$ cat src/rtl/mem_arbiter_pkg.sv
// Shared encodings for the two-port memory arbiter: FSM states, grant codes
// and the fixed/starvation-aware priority pick.
package mem_arbiter_pkg;

  typedef enum logic [1:0] {
    ST_IDLE   = 2'd0,
    ST_ACCESS = 2'd1,
    ST_RESP   = 2'd2
  } state_t;

  localparam logic [1:0] GNT_NONE = 2'b00;
  localparam logic [1:0] GNT_IF   = 2'b01;
  localparam logic [1:0] GNT_MEM  = 2'b10;

  // Data wins a tie unless fetch_first says fetch has waited long enough.
  function automatic logic [1:0] arb_pick(input logic if_req_i,
                                          input logic mem_req_i,
                                          input logic fetch_first_i);
    logic [1:0] pick;
    if (if_req_i && (fetch_first_i || !mem_req_i)) begin
      pick = GNT_IF;
    end else if (mem_req_i) begin
      pick = GNT_MEM;
    end else begin
      pick = GNT_NONE;
    end
    return pick;
  endfunction

endpackage

$ cat src/rtl/mem_arbiter.sv
// Fetch/data arbiter in front of a single-port RAM with fixed read latency.
// Optional fetch starvation guard compiled in with ARB_STARVE_GUARD_EN.
module mem_arbiter
  import mem_arbiter_pkg::*;
#(
  parameter int RAM_LATENCY  = 1,
  parameter int STARVE_LIMIT = 4
) (
  input  logic        clk,
  input  logic        rst,
  input  logic        if_req,
  input  logic [31:0] if_addr,
  output logic        if_ready,
  output logic [31:0] if_rdata,
  input  logic        mem_req,
  input  logic        mem_we,
  input  logic [31:0] mem_addr,
  input  logic [31:0] mem_wdata,
  output logic        mem_ready,
  output logic [31:0] mem_rdata,
  output logic [31:0] ram_address,
  output logic [31:0] ram_data_in,
  output logic        ram_write_enable,
  input  logic [31:0] ram_data_out,
  output logic        busy,
  output logic [1:0]  grant
);

  localparam logic [2:0] CNT_LOAD = 3'(RAM_LATENCY - 1);

  if (RAM_LATENCY < 1 || RAM_LATENCY > 7 || STARVE_LIMIT < 1 || STARVE_LIMIT > 15) begin : g_param_check
    $error("mem_arbiter: parameter out of range");
  end

  state_t      state_r;
  state_t      state_nxt_s;
  logic [2:0]  cnt_r;
  logic [1:0]  grant_r;
  logic [31:0] addr_r;
  logic [31:0] wdata_r;
  logic [31:0] if_rdata_r;
  logic [31:0] mem_rdata_r;
  logic        we_flag_r;
  logic        we_strobe_r;
  logic        if_ready_r;
  logic        mem_ready_r;
  logic        busy_r;
  logic        fetch_first_s;
  logic [1:0]  winner_s;
  logic        grant_load_s;
  logic        capture_s;
  logic        release_s;

`ifdef ARB_STARVE_GUARD_EN
  logic [3:0] starve_r;

  // Starve counter: data grants made while fetch waits; any fetch grant clears it.
  always_ff @(posedge clk or posedge rst) begin
    if (rst) begin
      starve_r <= 4'd0;
    end else if (grant_load_s && (winner_s == GNT_IF)) begin
      starve_r <= 4'd0;
    end else if (grant_load_s && if_req && (starve_r != 4'hF)) begin
      starve_r <= starve_r + 4'd1;
    end
  end

  // Fetch takes priority once the data side has used up its allowance.
  always_comb begin
    fetch_first_s = (starve_r == 4'(STARVE_LIMIT));
  end
`else
  // Fixed priority: data always first.
  always_comb begin
    fetch_first_s = 1'b0;
  end
`endif

  // State register.
  always_ff @(posedge clk or posedge rst) begin
    if (rst) begin
      state_r <= ST_IDLE;
    end else begin
      state_r <= state_nxt_s;
    end
  end

  // Next-state logic.
  always_comb begin
    state_nxt_s = state_r;
    case (state_r)
      ST_IDLE: begin
        if (winner_s != GNT_NONE) begin
          state_nxt_s = ST_ACCESS;
        end else begin
          state_nxt_s = ST_IDLE;
        end
      end
      ST_ACCESS: begin
        if (cnt_r == 3'd0) begin
          state_nxt_s = ST_RESP;
        end else begin
          state_nxt_s = ST_ACCESS;
        end
      end
      ST_RESP: state_nxt_s = ST_IDLE;
      default: state_nxt_s = ST_IDLE;
    endcase
  end

  // Output/control decode: when to grant, when to capture RAM data, when to release.
  always_comb begin
    winner_s     = arb_pick(if_req, mem_req, fetch_first_s);
    grant_load_s = 1'b0;
    capture_s    = 1'b0;
    release_s    = 1'b0;
    case (state_r)
      ST_IDLE:   grant_load_s = (winner_s != GNT_NONE);
      ST_ACCESS: capture_s    = (cnt_r == 3'd0);
      ST_RESP:   release_s    = 1'b1;
      default: begin
        grant_load_s = 1'b0;
        capture_s    = 1'b0;
        release_s    = 1'b0;
      end
    endcase
  end

  // Transaction datapath: latch winner, count latency, capture read data, pulse ready.
  always_ff @(posedge clk or posedge rst) begin
    if (rst) begin
      cnt_r       <= 3'd0;
      grant_r     <= GNT_NONE;
      addr_r      <= 32'd0;
      wdata_r     <= 32'd0;
      we_flag_r   <= 1'b0;
      we_strobe_r <= 1'b0;
      busy_r      <= 1'b0;
      if_ready_r  <= 1'b0;
      mem_ready_r <= 1'b0;
      if_rdata_r  <= 32'd0;
      mem_rdata_r <= 32'd0;
    end else begin
      we_strobe_r <= 1'b0;
      if_ready_r  <= 1'b0;
      mem_ready_r <= 1'b0;
      if (grant_load_s) begin
        grant_r <= winner_s;
        busy_r  <= 1'b1;
        cnt_r   <= CNT_LOAD;
        if (winner_s == GNT_MEM) begin
          addr_r      <= mem_addr;
          wdata_r     <= mem_wdata;
          we_flag_r   <= mem_we;
          we_strobe_r <= mem_we;
        end else begin
          addr_r    <= if_addr;
          wdata_r   <= 32'd0;
          we_flag_r <= 1'b0;
        end
      end else if (capture_s) begin
        if (grant_r == GNT_IF) begin
          if_rdata_r <= ram_data_out;
          if_ready_r <= 1'b1;
        end else begin
          // A write completes with a ready pulse but leaves read data untouched.
          if (!we_flag_r) begin
            mem_rdata_r <= ram_data_out;
          end
          mem_ready_r <= 1'b1;
        end
      end else if (state_r == ST_ACCESS) begin
        cnt_r <= cnt_r - 3'd1;
      end else if (release_s) begin
        grant_r   <= GNT_NONE;
        busy_r    <= 1'b0;
        addr_r    <= 32'd0;
        wdata_r   <= 32'd0;
        we_flag_r <= 1'b0;
      end
    end
  end

  assign if_ready         = if_ready_r;
  assign if_rdata         = if_rdata_r;
  assign mem_ready        = mem_ready_r;
  assign mem_rdata        = mem_rdata_r;
  assign ram_address      = addr_r;
  assign ram_data_in      = wdata_r;
  assign ram_write_enable = we_strobe_r;
  assign busy             = busy_r;
  assign grant            = grant_r;

endmodule
$ cat config.mk
export PLATFORM = sky130hd
export DESIGN_NAME = mem_arbiter
export DESIGN_NICKNAME = d
export VERILOG_FILES = /design/src/rtl/mem_arbiter_pkg.sv /design/src/rtl/mem_arbiter.sv
export SDC_FILE = /design/constraint.sdc
export NUM_CORES = 1
export LEC_CHECK = 0
export ABC_AREA = 1
export ABC_CLOCK_PERIOD_IN_PS = 4400
export BUFFER_PORTS_ARGS = -buffer_cell sky130_fd_sc_hd__buf_2
export CAP_MARGIN = 20
export CORE_MARGIN = 3
export CORE_UTILIZATION = 48
export DETAILED_ROUTE_END_ITERATION = 7
export PLACE_DENSITY = 0.8
export SYNTH_ARGS = -nofsm -noshare
export SYNTH_HDL_FRONTEND = slang
export SYNTH_SLANG_ARGS = --single-unit
$ cat constraint.sdc
create_clock -name clk -period 4.4 [get_ports clk]
set_input_delay 0.22 -clock clk [delete_from_list [all_inputs] [get_ports clk]]
set_output_delay 0.22 -clock clk [all_outputs]
set_load 0.01 [all_outputs]
After elaboration in Yosys (flattened, before gate mapping):

Index checks and enable logic that the tools add are counted.

* register bits after elaboration: 140
* input port bits: 133
* output and inout port bits: 134

* add/sub/neg operators: 1
* equality and inequality tests: 6
* muxes and demuxes: 35
* bitwise logic cells: 3
* reduce and logical (&&, ||, !) cells: 11

Operators with widths (count)
* $mux W32: 7
* $mux W1: 17
* $mux W2: 7
* $mux W3: 3
* $reduce_and A3 Y1: 2
* $reduce_bool A2 Y1: 3
* $eq A2 B1 Y1 const B: 2
* $eq A2 B2 Y1 const B: 2
* $ne A2 B2 Y1 const B: 2
* $pmux W2 S2: 1
* $reduce_and A4 Y1: 1
* $logic_not A3 Y1: 1
* $not A1 Y1: 3
* $sub A3 B1 Y3 const B: 1
* $logic_not A2 Y1: 1
* $reduce_and A2 Y1: 1
* $logic_and A1 B1 Y1: 1
* $logic_not A1 Y1: 1

Depth between registers and ports, before layout:

* word-level depth: 7
* depth in mapped cells: 8
* gate-level depth less buffers: 7

Worst setup path before layout:

No wires, ideal clock.

* path type: flip-flop to flip-flop
* from: register cnt_r[0]
* to: register mem_rdata_r[0] (netlist: mem_rdata[0])
* arrival: 1.354 ns
* required time: 4.279 ns
* slack: 2.925 ns
* stages on the path, launching flop included: 9
* buffers on the path: 2
* cell sequence: dfrtp_1 -> inv_1 -> ha_1 -> ha_1 -> nand3_2 -> buf_2 -> buf_2 -> o21bai_1 -> nand2_1

* longest elaborated chain between the ends: 3

RTL lines
* start: declaration: line mem_arbiter.sv:37 `logic [2:0] cnt_r;`
* start signal: assignment: line mem_arbiter.sv:173 `cnt_r <= cnt_r - 3'd1;`
* $logic_not A3 Y1: line mem_arbiter.sv:119 `ST_ACCESS: capture_s = (cnt_r == 3'd0);`
* $mux W1: line mem_arbiter.sv:117 `case (state_r)`
* $reduce_and A4 Y1 (no source line)
* end signal: assignment: line mem_arbiter.sv:168 `mem_rdata_r <= ram_data_out;`
* end: declaration: line mem_arbiter.sv:42 `logic [31:0] mem_rdata_r;`

Every way passes these cells.
A chain may end at the register's enable or synchronous reset.

Worst setup path in the final report:

* from: register grant_r[0] (netlist: grant[0])
* to: register mem_rdata_r[30] (netlist: mem_rdata[30])

* longest elaborated chain between the ends: 3

RTL lines
* start: declaration: line mem_arbiter.sv:38 `logic [1:0] grant_r;`
* start signal: assignment: line mem_arbiter.sv:148 `grant_r <= winner_s;`
* $eq A2 B1 Y1: line mem_arbiter.sv:162 `if (grant_r == GNT_IF) begin`
* $not A1 Y1 (no source line)
* $reduce_and A4 Y1 (no source line)

Every way passes these cells.

==> run_results.csv <==
group,metric,value,unit
timing,hold_viol,33,
synthesis,synth_nets,882,
global_route,grt.total_usage,23.5,%
routing,wl,17400,um
floorplan,start_util,49.6,%
routing,final_antenna_net_count,0,
clocking,post_cts_resized,0,
synthesis,yosysWarnings,0,
routing,vias,5866,
worst_setup_path,r2r-start,"grant[0]",
timing,fin_crit_sh,53.1,%
place,place_congestion,0.822,
floorplan,die_y,121,um
clocking,cts_tree,"yes",
timing,rsz0062_at_grt,"no",
timing,finClkSkew,0.00983,ns
synthesis,synth.distinct_cells,23,
worst_setup_path,reg2reg_to,"mem_rdata[30]",
synthesis,yosysSeqAreaShare,55.2,%
global_route,antenna_found_initial,1,
clocking,hold_buffers,0,
final_layout,area_growth,31.3,%
timing,hold_ws,-0.0263,ns
synthesis,ys.flop_type,"dfrtp_1",
worst_setup_path,critPathMaxFanout,34,
final_layout,n_fill_cell,1126,
worst_setup_path,critPathLaunchType,"register",
routing,first_pass_iters,5,
clocking,clock-sinks,140,
status,outcome,"complete, but fails checks",
clocking,clock_latency,0.42,ns
timing,setup_viol,0,
floorplan,fp.dieW,121,um
clocking,clock_path_buffers,2,
synthesis,yosys.area.top_type_share,55.2,%
floorplan,coreArea,12800,sq um
timing,finalCriticalPeriod,2.34,ns
power,power,6.41,mW
clocking,h-tree-depth,4,
timing,relSlewSlack,41.5,%
worst_setup_path,cpPeakStageDelay,0.60,ns
place,portBuffers,266,
synthesis,synthTopCellsByArea,"dfrtp_1 55%, nand2_1 16%, nand3_1 6.6%",
global_route,grt_max_degree,100,
synthesis,syn_area,6340,sq um
final_layout,final_layout_size_suffix_gt1_share,33.7,%
final_layout,diodes,0,
routing,drc,0,
power,ir_drop,0.000394,V
worst_setup_path,end_kind,"register",
final_layout,fin_area,8330,sq um
global_route,grt-ovfl-total,0,
timing,worstMarginPinSlew,0.876,ns
global_route,grt_pass1_vias,5514,
synthesis,yosys_register_bits,140,
worst_setup_path,arrival,2.69,ns
clocking,cts.clk_slew.worst_paths,0.06,ns
worst_setup_path,crit_slowest_cell,"nor2_2",
clocking,numCtsBuffers,17,
final_layout,fin_util,65.2,%
status,failed_checks,"negative hold slack",
clocking,cts_setup_buffers,0,
routing,drt_iter0_markers,556,
routing,wl_per_cell,14.8,um
synthesis,synth_edf_count,0,
synthesis,synthCells,747,
clocking,root_buffer,"clkbuf_16",
timing,fmax,428,MHz
worst_setup_path,r2r_slack,2.06,ns
worst_setup_path,path_class,"reg2reg",
synthesis,async_reset_ff_share,100,%
min_path,worstHoldPathType,"in2async",
worst_setup_path,reg2regPathDepth,8,
routing,viasPerCell,5.00,
floorplan,rows,41,
power,powerDensity,769,nW/um^2
timing,fin_setup_tns,0,ns
power,leakage,4.73,nW
floorplan,ios,267,
worst_setup_path,crit_required,4.76,ns
job,cap_viol_max_count,0,
place,placed_area,7700,sq um
timing,finalMaxSlewViolations,0,
synthesis,syn_area_per_cell,8.49,sq um
global_route,grt_pass1_wl,27200,um
floorplan,dieArea,14600,sq um
synthesis,yosysTopAreaCell,"dfrtp_1",
worst_setup_path,path_cells,"nand2_1 > buf_4 > nand2_1 > buf_4 > nor2_2 > buf_4 > nand2_1 > nand2_1",
place,place.detailed.hpwl,11800,um
worst_setup_path,crit_top_cell,"nand2_1",
final_layout,fin_nets,1124,
[cells in the final DEF (no fill, tap or decap)]
cell type,instances
nand3_1,84
clkbuf_8,1
nor2_2,2
bufinv_16,3
inv_8,2
nand4_1,1
clkinv_4,1
clkbuf_16,17
ha_1,2
o21ai_4,1
dfrtp_1,140
buf_4,9
nand3b_1,2
inv_6,4
buf_2,266
a21oi_1,1
nand3_2,21
o21bai_1,32
nor2_4,1
inv_1,71
nand2_1,267
inv_2,2
o21ai_0,64
or2_2,3
clkinvlp_4,5
[flip-flops by register name, indices dropped and copies added, names as in the netlist]
signal,count
if_rdata,32
if_ready,1
ram_data_in,32
state_r,2
ram_write_enable,1
grant,2
mem_ready,1
we_flag_r,1
busy,1
mem_rdata,32
ram_address,32
cnt_r,3
[Yosys cell counts (3+ instances only)]
cell        n
nand2_1   267
dfrtp_1   140
nand3_1    84
inv_1      72
o21ai_0    64
o21bai_1   32
clkbuf_1   22
nand3_2    21
buf_2      18
buf_4       6
buf_6       3
[routing by layer]
layer | global-route usage [%] | vias to the layer above | wire length (um) | part of all wire (%)
met3 | 5.87 | 24 | 1450 | 8.4
met1 | 29.4 | 2732 | 6930 | 40
met4 | 8.22 | 2 | 405 | 2.3
met5 | 0 | - | 7 | 0.040
met2 | 39.8 | 263 | 8590 | 49
li1 | - | 2845 | - | -
[kinds of logic (layout without fill, tap and decap cells)]
family | count (synthesis) | after routing | share of synthesized area [%]
buf+inv | 126 | 381 | 8.54
flops | 140 | 140 | 55.2
compound gates | 98 | 98 | 9.06
simple gates | 381 | 381 | 26.8
fa+ha+maj | 2 | 2 | 0.395
[worst max-delay path: cells and delay by family (launching register included)]
family	cells	cell delay, ns
and+or+nand+nor	5	0.94
buffers and inverters	3	0.92
DFF	1	0.42
[where the power goes]
part | internal [mW] | total, mW | switching, mW
Combinational | 0.966 | 2.65 | 1.69
Clock | 0.920 | 1.50 | 0.580
Sequential | 1.91 | 2.26 | 0.341
[stage by stage]
| stage | std cells | setup WS (ns) |
|---|---|---|
| after floorplan | 747 | 0.427 |
| after detailed placement | 1142 | 2.10 |
| after global routing | 1174 | 1.83 |
| final | 1174 | 2.06 |
| after global placement | 1142 | 2.22 |
| after CTS | 1174 | 2.04 |
[worst max-delay path by stage]
stage / end / cells past startpoint / slack (ns) / from
detailed placement: mem_rdata[30] / 8 / 2.10 / grant[0]
CTS: mem_rdata[30] / 8 / 2.04 / grant[0]
global placement: mem_rdata[4] / 8 / 2.22 / grant[0]
global route: mem_rdata[28] / 9 / 1.83 / grant[1]
floorplan: busy / 1 / 0.43 / rst
finish: mem_rdata[30] / 8 / 2.06 / grant[0]
[layout make-up]
type                            instances  area [sq um]  area share, %
Timing Repair Buffer                  275          1400           16.8
Clock buffer                           18           439           5.27
Sequential cell                       140          3500           42.1
Clock inverter                         14           185           2.22
Multi-Input combinational cell        481          2300           27.7
Inverter                               74           283           3.40
Tap cell                              172           215           2.58
(Power assumes the default switching activity.)
